## src/rtl/bmd_256_latency_drain_ctrl.sv

```systemverilog
// Drains latched timestamps from the latency FIFO to the TX engine in bursts of up to BURST_LEN beats.
// Optional macro BMD_DRAIN_DELTA_EN sends timestamp deltas instead of raw values.
module bmd_256_latency_drain_ctrl #(
    parameter int TS_W      = 30,
    parameter int BURST_LEN = 8
) (
    input  logic            clk,
    input  logic            rst_n,
    input  logic            latency_reset_signal,
    input  logic            fifo_read_trigger,
    input  logic            fifo_counter_empty,
    input  logic [TS_W-1:0] fifo_counter_value,
    output logic            fifo_counter_read_en,
    output logic            tx_req,
    input  logic            tx_gnt,
    output logic            tx_valid,
    input  logic            tx_ready,
    output logic [TS_W-1:0] tx_data,
    output logic            tx_last,
    output logic            drain_busy,
    output logic [12:0]     drain_count
);

    typedef enum logic [2:0] {
        S_IDLE,
        S_REQ,
        S_POP,
        S_LATCH,
        S_SEND
    } state_t;

    localparam logic [7:0]  LP_LAST_BEAT = 8'(BURST_LEN - 1);
    localparam logic [12:0] LP_CNT_MAX   = 13'h1FFF;

    state_t          r_state;
    logic            r_tx_req;
    logic            r_tx_valid;
    logic            r_tx_last;
    logic [TS_W-1:0] r_tx_data;
    logic [7:0]      r_beat_cnt;
    logic [12:0]     r_drain_count;

    logic            w_hs;
    logic [TS_W-1:0] w_latch_data;

    assign w_hs = r_tx_valid & tx_ready;

`ifdef BMD_DRAIN_DELTA_EN
    logic [TS_W-1:0] r_cur_ts;
    logic [TS_W-1:0] r_prev_ts;
    logic            r_prev_vld;

    // Subtraction wraps naturally modulo 2^TS_W; first beat after a clear is sent raw.
    assign w_latch_data = r_prev_vld ? (fifo_counter_value - r_prev_ts) : fifo_counter_value;

    always_ff @(posedge clk or negedge rst_n) begin
        if (!rst_n) begin
            r_cur_ts   <= '0;
            r_prev_ts  <= '0;
            r_prev_vld <= 1'b0;
        end else if (latency_reset_signal) begin
            r_cur_ts   <= '0;
            r_prev_ts  <= '0;
            r_prev_vld <= 1'b0;
        end else begin
            if (r_state == S_LATCH) begin
                r_cur_ts <= fifo_counter_value;
            end
            if (w_hs) begin
                r_prev_ts  <= r_cur_ts;
                r_prev_vld <= 1'b1;
            end
        end
    end
`else
    assign w_latch_data = fifo_counter_value;
`endif

    // Pop strobe is decoded from the state so it can be suppressed in the same cycle as a clear.
    assign fifo_counter_read_en = (r_state == S_POP) & ~fifo_counter_empty & ~latency_reset_signal;

    always_ff @(posedge clk or negedge rst_n) begin
        if (!rst_n) begin
            r_state       <= S_IDLE;
            r_tx_req      <= 1'b0;
            r_tx_valid    <= 1'b0;
            r_tx_last     <= 1'b0;
            r_tx_data     <= '0;
            r_beat_cnt    <= '0;
            r_drain_count <= '0;
        end else if (latency_reset_signal) begin
            r_state       <= S_IDLE;
            r_tx_req      <= 1'b0;
            r_tx_valid    <= 1'b0;
            r_tx_last     <= 1'b0;
            r_tx_data     <= '0;
            r_beat_cnt    <= '0;
            r_drain_count <= '0;
        end else begin
            if (w_hs && (r_drain_count != LP_CNT_MAX)) begin
                r_drain_count <= r_drain_count + 13'd1;
            end
            case (r_state)
                S_IDLE: begin
                    if (fifo_read_trigger && !fifo_counter_empty) begin
                        r_state  <= S_REQ;
                        r_tx_req <= 1'b1;
                    end
                end
                S_REQ: begin
                    // After a re-arbitration tx_req is low for the first REQ cycle.
                    if (!r_tx_req) begin
                        r_tx_req <= 1'b1;
                    end else if (tx_gnt) begin
                        r_state <= S_POP;
                    end
                end
                S_POP: begin
                    r_state <= S_LATCH;
                end
                S_LATCH: begin
                    r_tx_data  <= w_latch_data;
                    r_tx_last  <= (r_beat_cnt == LP_LAST_BEAT) | fifo_counter_empty;
                    r_tx_valid <= 1'b1;
                    r_state    <= S_SEND;
                end
                S_SEND: begin
                    if (tx_ready) begin
                        r_tx_valid <= 1'b0;
                        r_tx_last  <= 1'b0;
                        if (r_tx_last) begin
                            r_beat_cnt <= '0;
                            r_tx_req   <= 1'b0;
                            if (!fifo_counter_empty && fifo_read_trigger) begin
                                r_state <= S_REQ;
                            end else begin
                                r_state <= S_IDLE;
                            end
                        end else begin
                            r_beat_cnt <= r_beat_cnt + 8'd1;
                            r_state    <= S_POP;
                        end
                    end
                end
                default: begin
                    r_state <= S_IDLE;
                end
            endcase
        end
    end

    assign tx_req      = r_tx_req;
    assign tx_valid    = r_tx_valid;
    assign tx_last     = r_tx_last;
    assign tx_data     = r_tx_data;
    assign drain_busy  = (r_state != S_IDLE);
    assign drain_count = r_drain_count;

endmodule

```

## config.mk

```make
export PLATFORM = sky130hd
export DESIGN_NAME = bmd_256_latency_drain_ctrl
export DESIGN_NICKNAME = d
export VERILOG_FILES = /design/src/rtl/bmd_256_latency_drain_ctrl.sv
export SDC_FILE = /design/constraint.sdc
export NUM_CORES = 1
export LEC_CHECK = 0
export BUFFER_PORTS_ARGS = -buffer_cell sky130_fd_sc_hd__buf_2
export CORE_MARGIN = 3
export CORE_UTILIZATION = 50
export DETAILED_ROUTE_END_ITERATION = 10
export GPL_TIMING_DRIVEN = 0
export PLACE_DENSITY = 0.88
export SLEW_MARGIN = 25
export SYNTH_ARGS = -nofsm -noshare
export SYNTH_HDL_FRONTEND = slang
export SYNTH_SLANG_ARGS = --single-unit
```

## constraint.sdc

```tcl
create_clock -name clk -period 1.98 [get_ports clk]
set_input_delay 0.099 -clock clk [delete_from_list [all_inputs] [get_ports clk]]
set_output_delay 0.099 -clock clk [all_outputs]
set_load 0.005 [all_outputs]
```

==> results of run 1 <==
[state kept, by name (all words and copies together), names as in the netlist]
name	flops
tx_valid	1
tx_last	1
r_state	3
tx_data	30
tx_req	1
r_beat_cnt	8
drain_count	13
[per-layer routing]
metal,track usage (%),vias up,share of wire (%)
li1,-,1161,-
met1,31.39,1181,41
met2,40.33,119,50
met3,4.872,19,6.5
met4,12.76,0,2.6
met5,0,-,0
[placed cells by master, fill, tap and decap left out, types with 2 or more instances in the layout]
master | synthesis | layout
buf_2 | 4 | 86
dfrtp_1 | 57 | 57
a22o_1 | 31 | 31
dlygate4sd3_1 | 0 | 27
a21oi_1 | 18 | 18
nor2_1 | 16 | 16
o21ai_0 | 14 | 14
nand2_1 | 13 | 13
clkbuf_1 | 9 | 10
clkbuf_8 | 0 | 10
nor3_1 | 7 | 7
or3_1 | 7 | 7
nand4_1 | 5 | 5
nor2b_1 | 4 | 4
a31oi_1 | 4 | 4
inv_1 | 3 | 3
nor4_1 | 4 | 3
and3_1 | 3 | 3
nand3_1 | 3 | 3
nand2b_1 | 2 | 2
buf_4 | 1 | 2
a21o_1 | 2 | 2
nand3b_1 | 2 | 2
clkbuf_2 | 2 | 2
xor2_1 | 2 | 2
nor4b_1 | 2 | 2
or4b_2 | 2 | 2
a311oi_1 | 2 | 2
ha_1 | 2 | 2
bufinv_16 | 0 | 2
clkinv_2 | 0 | 2
[cell families after synthesis]
| kind of cell | Yosys count | synth area share (%) |
|---|---|---|
| compound gates | 80 | 21.86 |
| xor+xnor | 2 | 0.6758 |
| fa+ha+maj | 2 | 0.9651 |
| buf+inv | 19 | 3.185 |
| flops | 57 | 55.02 |
| mux | 1 | 0.4343 |
| simple gates | 79 | 17.86 |
[where the power goes]
| part | switching (mW) | internal, mW | leakage [nW] |
|---|---|---|---|
| sequential | 0.0105 | 1.17 | 0.794 |
| combinational | 0.0949 | 0.0902 | 0.883 |
| clock | 0.464 | 0.740 | 0.113 |
| total | 0.569 | 2.00 | 1.79 |
[critical path: stages (launching register included)]
cell and delay [ns]:
dfrtp_1 0.49, nor2b_1 0.39, nor2b_1 0.39, buf_2 0.30
a22o_1 0.18
[per-stage QoR]
step	util, %	hold WS (ns)	std cells	area [um^2]	power (mW)
floorplan	-	-0.1966	240	2592	1.259
global placement	63.36	0.3143	390	3092	1.341
detailed placement	63.41	0.1956	390	3094	1.345
CTS	73.46	0.003203	433	3585	2.579
global route	73.59	0.005795	433	3591	2.669
finish	73.59	0.006594	433	3591	2.574
[final cells by class]
cell class | count | area [um^2] | share of cell area (%)
repair buffers | 110 | 688.2 | 19.16
clock inverters | 5 | 78.83 | 2.195
multi-input cells | 164 | 1090 | 30.35
flip-flops and latches | 57 | 1426 | 39.72
inverters | 3 | 11.26 | 0.3136
well taps | 67 | 83.83 | 2.334
clock buffers | 11 | 141.4 | 3.937
plain buffers | 16 | 71.32 | 1.986
[timing repair]
action	4_1_cts	5_1_grt
gates resized for setup	0	1
hold buffers	27	0
hold endpoints to repair	83	0
setup endpoints to repair	0	6
[final timing paths]
path	endpoint	slack [ns]	depth (start not counted)
max	tx_data[17]	0.16	4
min	tx_data[9]	0.007	2
max reg2reg	tx_data[17]	0.16	4
min reg2reg	tx_data[16]	0.50	1
max in group asynchronous	tx_data[6]	1.16	2
min in group asynchronous	drain_count[1]	0.35	2
[cells in the mapped netlist (all sizes together) (2+ instances only)]
library cell	instances	share of area (%)
nand3b	2	0.58
nand4	6	1.7
nor2	16	2.3
or4b	2	0.77
a311oi	2	0.68
nor4	4	0.97
dfrtp	57	55
nand2b	2	0.48
and3	3	0.72
a22o	31	10
a21oi	18	3.5
buf	5	1.1
nand2	13	1.9
or4	2	0.63
o21ai	14	2.7
nor4b	2	0.68
a21o	2	0.58
nor2b	4	0.97
or3	7	1.7
ha	2	0.97
a31oi	4	0.97
xor2	2	0.68
inv	3	0.43
clkbuf	11	1.7
nor3	7	1.4
nand3	4	1.3
==> out/qor.csv, run 1 <==
stage;metric;value;unit
status;run status;finished, final reports clean;
grt;first-pass GRT wire length;11670;um
cts;htree depth;3;
routing;post-DR wirelength/cell;16.37;um
setup_path;Critical R2R Launch;r_state[0];
final_layout;synthesis-to-finish area growth;38.51;%
routing;TritonRoute pass-1 iters;5;
synth;warnings from Yosys;0;
cts;clock-pin slew of the registers on the worst-case setup and hold paths;0.07;ns
setup_path;Setup crit start;r_state[0];
floorplanning;Top Ports;85;
cts;CTS Sinks;57;
floorplanning;die footprint;6085;um^2
routing;Via-to-Cell Ratio;5.727;
floorplanning;CORE AREA;4880;um^2
final_layout;n_diodes;0;
sta;RSZ-0062 raised after global routing;false;
routing;Vias;2480;
synth;Synth Net Count;279;
sta;relative slew slack;53.53;%
synth;Post-synth top flop;dfrtp_1;
routing;Starting DRT DRC Count;180;
setup_path;Crit. End Element;flop;
cts;clock root buffer;clkbuf_8;
cts;Post-CTS Setup Inserts;0;
synth;syn avg cell area;10.80;um^2
grt;vias in the first global route;2442;
synth;EDFF count, synth;0;
grt;initial antenna violation count;0;
hold_path;Hold Path Class;primary input to flop;
placed_design;Place WS;0.1256;ns
sta;Hold Vio Cnt, Final;0;
synth;Post-Synthesis Cell Area;2592;um^2
routing;WL final;7089;um
final_layout;final-layout fill cell count;355;
cts;Max clock buf depth;2;
grt;GRT Overall Usage;24.79;%
floorplanning;Site Rows;25;
setup_path;CP Data Required Time;2.26;ns
synth;post-synthesis sequential area ratio;55.02;%
sta;Final Cycle Share;91.67;%
pwr;power per cell area;716.7;nW/um^2
routing;Residual DRC;0;
synth;post-synthesis instance total;240;
cts;number of CTS-inserted buffers;9;
final_layout;Final nets;400;
sta;fin crit period;1.815;ns
synth;unique cell type count in the Yosys netlist;46;
setup_path;critical path arrival;2.09;ns
run;max-cap violations;0;
setup_path;Crit Path Max Fanout;10;
sta;slack of the critical path;0.1649;ns
synth;post-synthesis register bit count;57;
hold_path;hold_sp;fifo_counter_value[9];
placed_design;hpwl dp;4515;um
cts;CTS tree;built;
synth;Async SR Flop Fraction;100.0;%
sta;Max Freq;550.9;MHz
sta;total negative slack;0;ns
floorplanning;Die Width;78.01;um
pwr;Leakage;1.790;nW
sta;Final Setup Violations;0;
pwr;VDD IR max;0.5019;mV
placed_design;GP Congestion;0.8100;
final_layout;layout cells sized above 1;31.69;%
grt;total gr overflow;0;
placed_design;I/O Buffers;83;
routing;final antenna-violating net count;0;
sta;Slew Viols, Final;0;
setup_path;Startpoint Class;flop;
grt;largest net degree at the start of global routing;58;
floorplanning;Die Y;78.01;um
sta;Worst-Margin Slew;0.6971;ns
floorplanning;Initial Utilization;53.13;%
sta;Layout Skew;0.007539;ns
cts;Clock Latency Late Sink;0.34;ns
setup_path;crit path kind;flop to flop;
Note: power is estimated with default switching activity, not from simulation.
==> inputs of run 2 (changes only) <==
- CELL_PAD_IN_SITES_DETAIL_PLACEMENT: not set -> 0
- CELL_PAD_IN_SITES_GLOBAL_PLACEMENT: not set -> 1
- CORE_ASPECT_RATIO: not set -> 0.75
- CORE_UTILIZATION: 50 -> 38
==> run 2 against run 1 <==
  * Routed wire length down 3.1%
  * Critical endpoint is now drain_count[5]
  * Utilization decreased by 17 points
  * Non-clock buffer count rose by 3
  * Worst hold slack improved by 0.0054 ns
  * Count of clock-buffer cells in the layout up 1
  * Power fell by 5.0%
  * Sequential power barely moved
  * Register-to-register slack got worse by 0.04 ns
==> out/qor.csv, run 2 (synthesis gave the netlist of run 1 again) <==
stage;metric;value;unit
final_layout;n_diodes;0;
setup_path;Crit. End Element;flop;
final_layout;layout cells sized above 1;31.52;%
run;max-cap violations;0;
cts;Clock Latency Late Sink;0.33;ns
grt;largest net degree at the start of global routing;58;
sta;Hold Vio Cnt, Final;0;
sta;Fin Hold WS;0.01196;ns
sta;Slew Viols, Final;0;
routing;Residual DRC;0;
pwr;sw frac;22.02;%
setup_path;Critical R2R Launch;drain_count[0];
sta;RSZ-0062 raised after global routing;true;
setup_path;Setup crit start;drain_count[0];
floorplanning;CORE AREA;6444;um^2
sta;Final Setup Violations;0;
setup_path;crit path kind;flop to flop;
pwr;Leakage;1.809;nW
setup_path;critical path arrival;2.08;ns
setup_path;R2R Path End;drain_count[5];
routing;final antenna-violating net count;0;
final_layout;max reg flops;30;
cts;CTS tree;built;
floorplanning;die footprint;7860;um^2
status;run status;finished, final reports clean;
placed_design;DP Cell Count;404;
cts;Post-CTS Setup Inserts;0;
floorplanning;Die Width;101.4;um
setup_path;R2R setup slack;0.13;ns
pwr;power per cell area;673.9;nW/um^2
routing;TritonRoute pass-1 iters;4;
grt;first-pass GRT wire length;11140;um
floorplanning;Initial Utilization;40.23;%
pwr;Logic pwr share;7.6;%
cts;number of CTS-inserted buffers;9;
sta;total negative slack;0;ns
routing;Starting DRT DRC Count;156;
cts;htree depth;3;
grt;vias in the first global route;2352;
pwr;Clock power frac;44.0;%
grt;initial antenna violation count;0;
setup_path;CP Data Required Time;2.21;ns
setup_path;R2R depth;6;
final_layout;commonest cells after routing, fill and taps aside;86 x buf_2, 57 x dfrtp_1, 31 x a22o_1, 30 x dlygate4sd3_1, 18 x a21oi_1;
pwr;Reg power frac;48.4;%
floorplanning;Die Y;77.53;um
placed_design;hpwl dp;4560;um
sta;relative slew slack;52.90;%
final_layout;commonest non-fill, non-tap cell in the layout;buf_2;
sta;fin crit period;1.851;ns
pwr;cell-internal power;1.907;mW
setup_path;worst setup path end;drain_count[5];
sta;Final Cycle Share;93.49;%
pwr;Net Switching;0.5384;mW
sta;Layout Skew;0.005968;ns
cts;CTS Sinks;57;
setup_path;Crit Path Max Fanout;10;
placed_design;I/O Buffers;83;
final_layout;Final nets;403;
routing;WL final;6869;um
grt;GRT Overall Usage;18.10;%
routing;Via-to-Cell Ratio;5.350;
final_layout;synthesis-to-finish area growth;39.96;%
setup_path;Startpoint Class;flop;
pwr;VDD IR max;0.3826;mV
floorplanning;Site Rows;25;
hold_path;Hold Path Class;primary input to flop;
sta;Worst-Margin Slew;0.7065;ns
sta;Max Freq;540.2;MHz
cts;clock root buffer;clkbuf_8;
final_layout;Non-Filler Instances;449;
cts;Max clock buf depth;2;
cts;clock-pin slew of the registers on the worst-case setup and hold paths;0.07;ns
placed_design;GP Congestion;0.7841;
final_layout;Finished Core Util;56.31;%
grt;total gr overflow;0;
routing;post-DR wirelength/cell;15.30;um
floorplanning;Top Ports;85;
routing;Vias;2402;
-- run 2: cell count changes in the layout (fill, tap and decap cells not counted), sizes merged --
cell	change
bufinv	-1
clkbuf	+1
dlygate4sd3	+3
clkinv	-1
-- run 2: stage by stage --
step	worst slack, ns	cell area, um^2	power, mW
CTS	0.01552	3607	2.468
floorplan	0.3389	2592	1.259
finish	0.1290	3628	2.445
detailed placement	0.03613	3112	1.346
global route	-0.009166	3628	2.543
global placement	0.07922	3109	1.346
-- run 2: metal layers --
metal	GRT usage [%]	vias up	wire length, um
li1	-	1160	-
met2	28.79	91	3238
met5	0	-	0
met4	6.109	0	96
met1	23.74	1139	3090
met3	5.031	12	444
-- run 2: area by class of cell --
class | instances | area, um^2
flip-flops and latches | 57 | 1426
fillers | 570 | 2815
plain buffers | 16 | 71.32
multi-input cells | 164 | 1105
clock inverters | 3 | 40.04
clock buffers | 12 | 155.1
inverters | 3 | 11.26
repair buffers | 113 | 718.2
well taps | 81 | 101.3
-- run 2: power by group through the flow --
stage                     clock network, mW  registers, mW  logic (mW)
after floorplan                           0           1.20      0.0552
after global placement                    0           1.20       0.141
after detailed placement                  0           1.20       0.141
after CTS                              1.10           1.18       0.187
after global routing                   1.15           1.18       0.209
final                                  1.08           1.18       0.186
-- run 2: worst min path at each step --
stage / startpoint / end / slack [ns] / cells past startpoint
CTS: fifo_counter_value[3] / tx_data[3] / 0.005 / 2
global route: fifo_counter_value[3] / tx_data[3] / 0.008 / 2
global placement: fifo_counter_value[17] / tx_data[17] / 0.32 / 2
detailed placement: rst_n / drain_count[4] / 0.21 / 1
floorplan: rst_n / drain_count[0] / -0.20 / 0
finish: fifo_counter_value[3] / tx_data[3] / 0.01 / 2
-- run 2: what timing repair did --
action                                 4_1_cts  5_1_grt
endpoints found under the hold margin       86        0
setup endpoints to repair                    0        7
hold buffers                                30        0
gates resized for setup                      0        3
-- run 2: worst max-delay path, stage by stage (launching register included) --
cell and delay (ns):
dfrtp_1 0.41, ha_1 0.26, nand2_1 0.16, nor4_4 0.35
clkbuf_2 0.25, nor2_1 0.06, a311oi_1 0.26
